[src/rtl/pipe_scheduler_if.sv]
// Handshake bundle between control/display and the pipe scheduler.
// master drives the game-state inputs and slave owns the slot words.
interface pipe_scheduler_if;
   logic        tick;
   logic        run;
   logic        freeze;
   logic        mode;
   logic [31:0] pipe1;
   logic [31:0] pipe2;
   logic [31:0] pipe3;
   logic [1:0]  pass;
   logic        busy;

   modport master (output tick, run, freeze, mode,
                   input  pipe1, pipe2, pipe3, pass, busy);
   modport slave  (input  tick, run, freeze, mode,
                   output pipe1, pipe2, pipe3, pass, busy);
endinterface

[src/rtl/pipe_scheduler.sv]
// Three-slot pipe scheduler: per frame tick it scrolls, retires/scores, then spawns.
// Slot word = {valid, scored, x[10:0] signed, gap_top[8:0], gap_bottom[9:0]}.
module pipe_scheduler #(
   parameter int SCREEN_W   = 640,
   parameter int PIPE_W     = 52,
   parameter int BIRD_X     = 160,
   parameter int SPACING    = 220,
   parameter int Y_MIN      = 40,
   parameter int GAP_EASY   = 120,
   parameter int GAP_HARD   = 90,
   parameter int SPEED_EASY = 2,
   parameter int SPEED_HARD = 4
) (
   input logic             clk,
   input logic             rst,
   pipe_scheduler_if.slave bus
);
   typedef enum logic [2:0] {IDLE, WAIT, MOVE, CHECK, SPAWN} state_t;

   localparam logic signed [10:0] L_PIPE_W   = 11'(PIPE_W);
   localparam logic signed [10:0] L_BIRD_X   = 11'(BIRD_X);
   localparam logic        [10:0] L_SCREEN_W = 11'(SCREEN_W);
   localparam logic        [9:0]  L_SPACING  = 10'(SPACING);

   state_t      r_state, w_next;
   logic [31:0] r_slot [3];
   logic [31:0] w_slot [3];
   logic [7:0]  r_lfsr;
   logic [9:0]  r_dist, w_dist;
   logic [1:0]  r_cnt, w_cnt, r_pass, w_pass;
   logic [10:0] w_spd, w_dsum;
   logic [9:0]  w_gap, w_gbot;
   logic [8:0]  w_gtop;
   logic        w_found;

   assign w_spd  = bus.mode ? 11'(SPEED_HARD) : 11'(SPEED_EASY);
   assign w_gap  = bus.mode ? 10'(GAP_HARD) : 10'(GAP_EASY);
   assign w_gtop = 9'(Y_MIN) + {1'b0, r_lfsr};
   assign w_gbot = {1'b0, w_gtop} + w_gap;
   assign w_dsum = {1'b0, r_dist} + w_spd;

   always_comb begin
      w_next  = r_state;
      w_slot  = r_slot;
      w_dist  = r_dist;
      w_cnt   = r_cnt;
      w_pass  = 2'd0;
      w_found = 1'b0;
      unique case (r_state)
         IDLE:  w_next = WAIT;
         WAIT:  if (bus.tick && !bus.freeze) w_next = MOVE;
         MOVE: begin
            for (int i = 0; i < 3; i++)
               if (r_slot[i][31]) w_slot[i][29:19] = r_slot[i][29:19] - w_spd;
            w_dist = (w_dsum > 11'd1023) ? 10'd1023 : w_dsum[9:0];
            w_next = CHECK;
         end
         CHECK: begin
            w_cnt = 2'd0;
            for (int i = 0; i < 3; i++) begin
               if (r_slot[i][31]) begin
                  if ($signed(r_slot[i][29:19]) <= -L_PIPE_W)
                     w_slot[i] = '0;
                  else if (!r_slot[i][30] && ($signed(r_slot[i][29:19]) + L_PIPE_W < L_BIRD_X)) begin
                     w_slot[i][30] = 1'b1;
                     w_cnt = w_cnt + 2'd1;
                  end
               end
            end
            w_next = SPAWN;
         end
         SPAWN: begin
            // Lowest free slot wins; with no free slot the spawn is deferred and dist keeps growing.
            if (r_dist >= L_SPACING) begin
               for (int i = 0; i < 3; i++) begin
                  if (!w_found && !r_slot[i][31]) begin
                     w_found   = 1'b1;
                     w_slot[i] = {1'b1, 1'b0, L_SCREEN_W, w_gtop, w_gbot};
                  end
               end
               if (w_found) w_dist = '0;
            end
            w_pass = r_cnt;
            w_next = WAIT;
         end
         default: w_next = IDLE;
      endcase
      if (!bus.run) begin
         w_next = IDLE;
         w_dist = L_SPACING;
         w_pass = 2'd0;
         for (int i = 0; i < 3; i++) w_slot[i] = '0;
      end
   end

   always_ff @(posedge clk) begin
      if (!rst) begin
         r_state <= IDLE;
         r_lfsr  <= 8'hA5;
         r_dist  <= L_SPACING;
         r_cnt   <= 2'd0;
         r_pass  <= 2'd0;
         for (int i = 0; i < 3; i++) r_slot[i] <= '0;
      end else begin
         r_state <= w_next;
         r_lfsr  <= {r_lfsr[6:0], r_lfsr[7] ^ r_lfsr[5] ^ r_lfsr[4] ^ r_lfsr[3]};
         r_dist  <= w_dist;
         r_cnt   <= w_cnt;
         r_pass  <= w_pass;
         for (int i = 0; i < 3; i++) r_slot[i] <= w_slot[i];
      end
   end

   assign bus.pipe1 = r_slot[0];
   assign bus.pipe2 = r_slot[1];
   assign bus.pipe3 = r_slot[2];
   assign bus.pass  = r_pass;
   assign bus.busy  = (r_state == MOVE) || (r_state == CHECK) || (r_state == SPAWN);
endmodule

[src/flat_wrapper.sv]
// flat-port wrapper written by rule: the top's interface ports become plain ports
module pipe_scheduler_flat 
#(
   parameter int SCREEN_W   = 640,
   parameter int PIPE_W     = 52,
   parameter int BIRD_X     = 160,
   parameter int SPACING    = 220,
   parameter int Y_MIN      = 40,
   parameter int GAP_EASY   = 120,
   parameter int GAP_HARD   = 90,
   parameter int SPEED_EASY = 2,
   parameter int SPEED_HARD = 4
)
  (clk, rst, bus_tick, bus_run, bus_freeze, bus_mode, bus_pipe1, bus_pipe2, bus_pipe3, bus_pass, bus_busy);
  pipe_scheduler_if bus_i ();
  input logic clk;
  input logic rst;
  input wire logic [$bits(bus_i.tick)-1:0] bus_tick;
  input wire logic [$bits(bus_i.run)-1:0] bus_run;
  input wire logic [$bits(bus_i.freeze)-1:0] bus_freeze;
  input wire logic [$bits(bus_i.mode)-1:0] bus_mode;
  output wire logic [$bits(bus_i.pipe1)-1:0] bus_pipe1;
  output wire logic [$bits(bus_i.pipe2)-1:0] bus_pipe2;
  output wire logic [$bits(bus_i.pipe3)-1:0] bus_pipe3;
  output wire logic [$bits(bus_i.pass)-1:0] bus_pass;
  output wire logic [$bits(bus_i.busy)-1:0] bus_busy;
  assign bus_i.tick = bus_tick;
  assign bus_i.run = bus_run;
  assign bus_i.freeze = bus_freeze;
  assign bus_i.mode = bus_mode;
  assign bus_pipe1 = bus_i.pipe1;
  assign bus_pipe2 = bus_i.pipe2;
  assign bus_pipe3 = bus_i.pipe3;
  assign bus_pass = bus_i.pass;
  assign bus_busy = bus_i.busy;
  pipe_scheduler #(.SCREEN_W(SCREEN_W), .PIPE_W(PIPE_W), .BIRD_X(BIRD_X), .SPACING(SPACING), .Y_MIN(Y_MIN), .GAP_EASY(GAP_EASY), .GAP_HARD(GAP_HARD), .SPEED_EASY(SPEED_EASY), .SPEED_HARD(SPEED_HARD)) u_core (.clk(clk), .rst(rst), .bus(bus_i));
endmodule
[config.mk]
export PLATFORM = sky130hd
export DESIGN_NAME = pipe_scheduler_flat
export DESIGN_NICKNAME = d
export VERILOG_FILES = /design/src/rtl/pipe_scheduler_if.sv /design/src/rtl/pipe_scheduler.sv /design/src/flat_wrapper.sv
export SDC_FILE = /design/constraint.sdc
export NUM_CORES = 1
export LEC_CHECK = 0
export ABC_AREA = 0
export CAP_MARGIN = 20
export CORE_MARGIN = 2
export CORE_UTILIZATION = 35
export DETAILED_ROUTE_END_ITERATION = 8
export GPL_ROUTABILITY_DRIVEN = 0
export HOLD_SLACK_MARGIN = 0.06
export MAX_ROUTING_LAYER = met4
export SETUP_SLACK_MARGIN = 0.5
export SYNTH_ARGS = -nofsm -noshare
export SYNTH_HDL_FRONTEND = slang
export SYNTH_SLANG_ARGS = --single-unit
[constraint.sdc]
create_clock -name clk -period 5.2 [get_ports clk]
set_clock_uncertainty 0.1 [all_clocks]
set_input_delay 1.04 -clock clk [delete_from_list [all_inputs] [get_ports clk]]
set_output_delay 1.04 -clock clk [all_outputs]
set_load 0.005 [all_outputs]
==> impl_metrics.csv <==
group,metric,value,unit
clock_tree,cts-root-buf,"clkbuf_16",
synthesis,synth_compound_area_frac,0.206,
global_route,grt_util_met3,0.0431,
synthesis,synth.top_cell.area_share,0.412,
critical_path,crit_path_start_kind,"input port",
critical_path,endpoint_kind,"flop",
global_route,top_usage_layer,"met2",
timing,tns,0,ps
global_route,grt_max_degree,43,
die,ios,105,
synthesis,synth_cells,689,
cells_and_area,nets,798,
cells_and_area,regArea,2280,sq um
worst_hold_path,hold_depth,2,
critical_path,r2r_cells,6,
timing,finalHoldViolCount,0,
synthesis,syn_avg_cell_area,8.05,sq um
die,start_util,0.354,
timing,rsz0062_at_grt,"no",
clock_tree,post-cts-setup-buffers,0,
power_and_ir_drop,powerDensity,298,nW/um^2
drt,ant_nets,0,
timing,setup_viol,0,
timing,tightest_slew,869,ps
cells_and_area,syn2layout_area_growth,31.7,%
synthesis,async_flop_share,0,
synthesis,synth_fa_ha_area_frac,0.0438,
power_and_ir_drop,peakVddDrop,0.000240,V
synthesis,yosys.area.top_type,"dfxtp_1",
critical_path,crit_required,5370,ps
timing,slew_headroom,0.421,
clock_tree,cts_num_sinks,114,
timing,period_share,0.667,
synthesis,synthMuxAreaShare,0.0167,
global_route,grt_pass1_wl,26100,um
die,placementRows,46,
cells_and_area,final_cell_mix,"dfxtp_1 (114), nand2_1 (113), clkdlybuf4s50_1 (101)",
synthesis,synth-main-ff-cell,"dfxtp_1",
global_route,gr-usage-met2,0.317,
drt,drc,0,
drt,finalWirelength,16400,um
critical_path,critPathKind,"in2reg",
clock_tree,cts_tree,"done",
drt,routedWlPerCell,16.3,um
timing,finalCriticalPeriod,3470,ps
die,fp.dieH,130,um
synthesis,seq_area_frac_synth,0.412,
clock_tree,clock_latency,420,ps
critical_path,r2r-end,"u_core.bus.pipe3[24]",
flow_run,maxCapViolCount,0,
critical_path,cp.arrival,3640,ps
synthesis,yosys_register_bits,114,
global_route,grt_pass1_vias,5110,
drt,num_vias,5365,
die,die_area,16900,sq um
cells_and_area,diodes,0,
synthesis,synth_top_family_by_area,"simple AND/OR/NAND/NOR gates",
timing,slew_violations,0,
critical_path,cp_max_fo,7,
die,die_x,130,um
worst_hold_path,min_from,"u_core.bus.pipe3[17]",
critical_path,reg2reg_slack,2430,ps
worst_hold_path,hold_end,"u_core.bus.pipe3[17]",
synthesis,synth_simple_gate_area_frac,0.252,
global_route,gr-total-overflow,0,
clock_tree,clk_path_buf_depth,2,
placement,dp_hpwl,11300,um
clock_tree,clk_pin_slew_worst_paths,60,ps
cells_and_area,drive_above_1_share,0.0685,
critical_path,rr_startpoint,"u_core.r_state[2]",
synthesis,yosys_warnings,0,
synthesis,synth_enable_flop_cells,0,
drt,vias_per_cell,5.34,
status,outcome,"finished clean",
synthesis,yosysUniqueCellTypes,75,
clock_tree,h-tree-depth,4,
die,design.core.area,15700,sq um
drt,drt_iter0_drc,367,
clock_tree,ctsResizeCount,0,
placement,io_buffers,101,
synthesis,synth-xor-area-share,0.0253,
power_and_ir_drop,power.leakage,0.00249,uW
synthesis,syn_area,5550,sq um
timing,fmax,288,MHz
worst_hold_path,min_path_type,"reg2reg",
cells_and_area,layout_commonest_cell,"dfxtp_1",
clock_tree,cts_buffers,17,
cells_and_area,multi_input_area,3040,sq um
clock_tree,hold_buffers,0,
global_route,antenna_found_initial,0,
cells_and_area,fillCellCount,1575,
cells_and_area,post-route-util,0.467,
drt,dr.pass1.iters,4,
global_route,use_met1,0.260,
synthesis,synthTopCellsByArea,"dfxtp_1 (41%), a21oi_1 (8.3%), nand2_1 (7.7%)",
global_route,grt.total_usage,0.205,
timing,timing.hold.ws,355,ps
==> flip-flops by register name, indices dropped and copies added, names as in the netlist <==
signal / count
u_core.bus.pipe3: 30
u_core.r_state: 3
u_core.r_dist: 9
u_core.bus.pass: 2
u_core.bus.pipe2: 30
u_core.bus.pipe1: 30
u_core.r_lfsr: 8
u_core.r_cnt: 2
==> worst max-delay path by stage <==
stage / start / cells past startpoint / endpoint
6_report: bus_mode / 10 / u_core.bus.pipe1[28]
5_1_grt: bus_mode / 10 / u_core.bus.pipe1[28]
4_1_cts: bus_mode / 10 / u_core.bus.pipe1[28]
3_5_place_dp: bus_mode / 10 / u_core.bus.pipe1[28]
3_3_place_gp: bus_mode / 10 / u_core.bus.pipe1[28]
2_1_floorplan: bus_mode / 9 / u_core.bus.pipe3[28]
==> synth_stat cells, types with 4 or more instances <==
cell and number:
o21ai_0 21, nand3_1 45, xnor2_1 13, a21o_1 6, clkbuf_1 31, nand2_1 114, and3_1 8, and2_1 9
nand4_1 7, mux2i_1 7, o21a_1 4, a211oi_1 6, o211ai_1 4, nor2b_1 4, inv_1 11, nor3b_1 4
o31ai_1 4, ha_1 13, nand3b_1 4, nor3_1 16, a31oi_1 8, fa_1 4, nand2b_1 9, or3_1 9
nor2_1 49, buf_4 7, dfxtp_1 114, a21oi_1 92
==> critical path, stage by stage <==
cell             delay, ps
clkdlybuf4s50_1        500
inv_1                  240
buf_4                  230
ha_1                   160
inv_1                   60
fa_1                   410
nor4_1                 570
a21oi_1                150
o211ai_1               190
o31ai_1                 90
==> through the flow <==
step	total power, uW	instance area (sq um)	instances	setup WS [ps]
floorplan	979	5550	691	2050
global route	2250	7300	1004	1510
finish	2180	7300	1004	1730
detailed placement	1010	6710	972	1290
CTS	2200	7300	1004	1740
global placement	1010	6710	972	1430
==> power breakdown <==
| part | total (uW) | internal (uW) | switching [uW] |
|---|---|---|---|
| combinational | 99.2 | 36.8 | 62.4 |
| sequential | 894 | 880 | 13.5 |
| clock | 1180 | 719 | 463 |
| total | 2180 | 1640 | 539 |
==> per-layer routing <==
metal / vias up / part of all wire
met2: 166 / 0.47
met5: - / 0
met3: 19 / 0.052
met4: 0 / 0.013
met1: 2562 / 0.47
li1: 2618 / -
==> final cells by class <==
cell class / count / area share
Clock buffer: 17 / 0.0582
Multi-Input combinational cell: 522 / 0.416
Inverter: 11 / 0.00565
Tap cell: 216 / 0.0370
Sequential cell: 114 / 0.312
Clock inverter: 15 / 0.0235
Timing Repair Buffer: 109 / 0.147
==> cell families (layout without fill, tap and decap cells) <==
kind of cell / after synthesis / after routing
and+or+nand+nor: 294 / 294
DFF: 114 / 114
xor gates and xnor gates: 16 / 16
muxes: 9 / 9
other: 1 / 3
buffers and inverters: 55 / 152
adders and majority gates: 17 / 17
AOI/OAI and AO/OA: 183 / 183
Note: power is estimated with default switching activity, not from simulation.
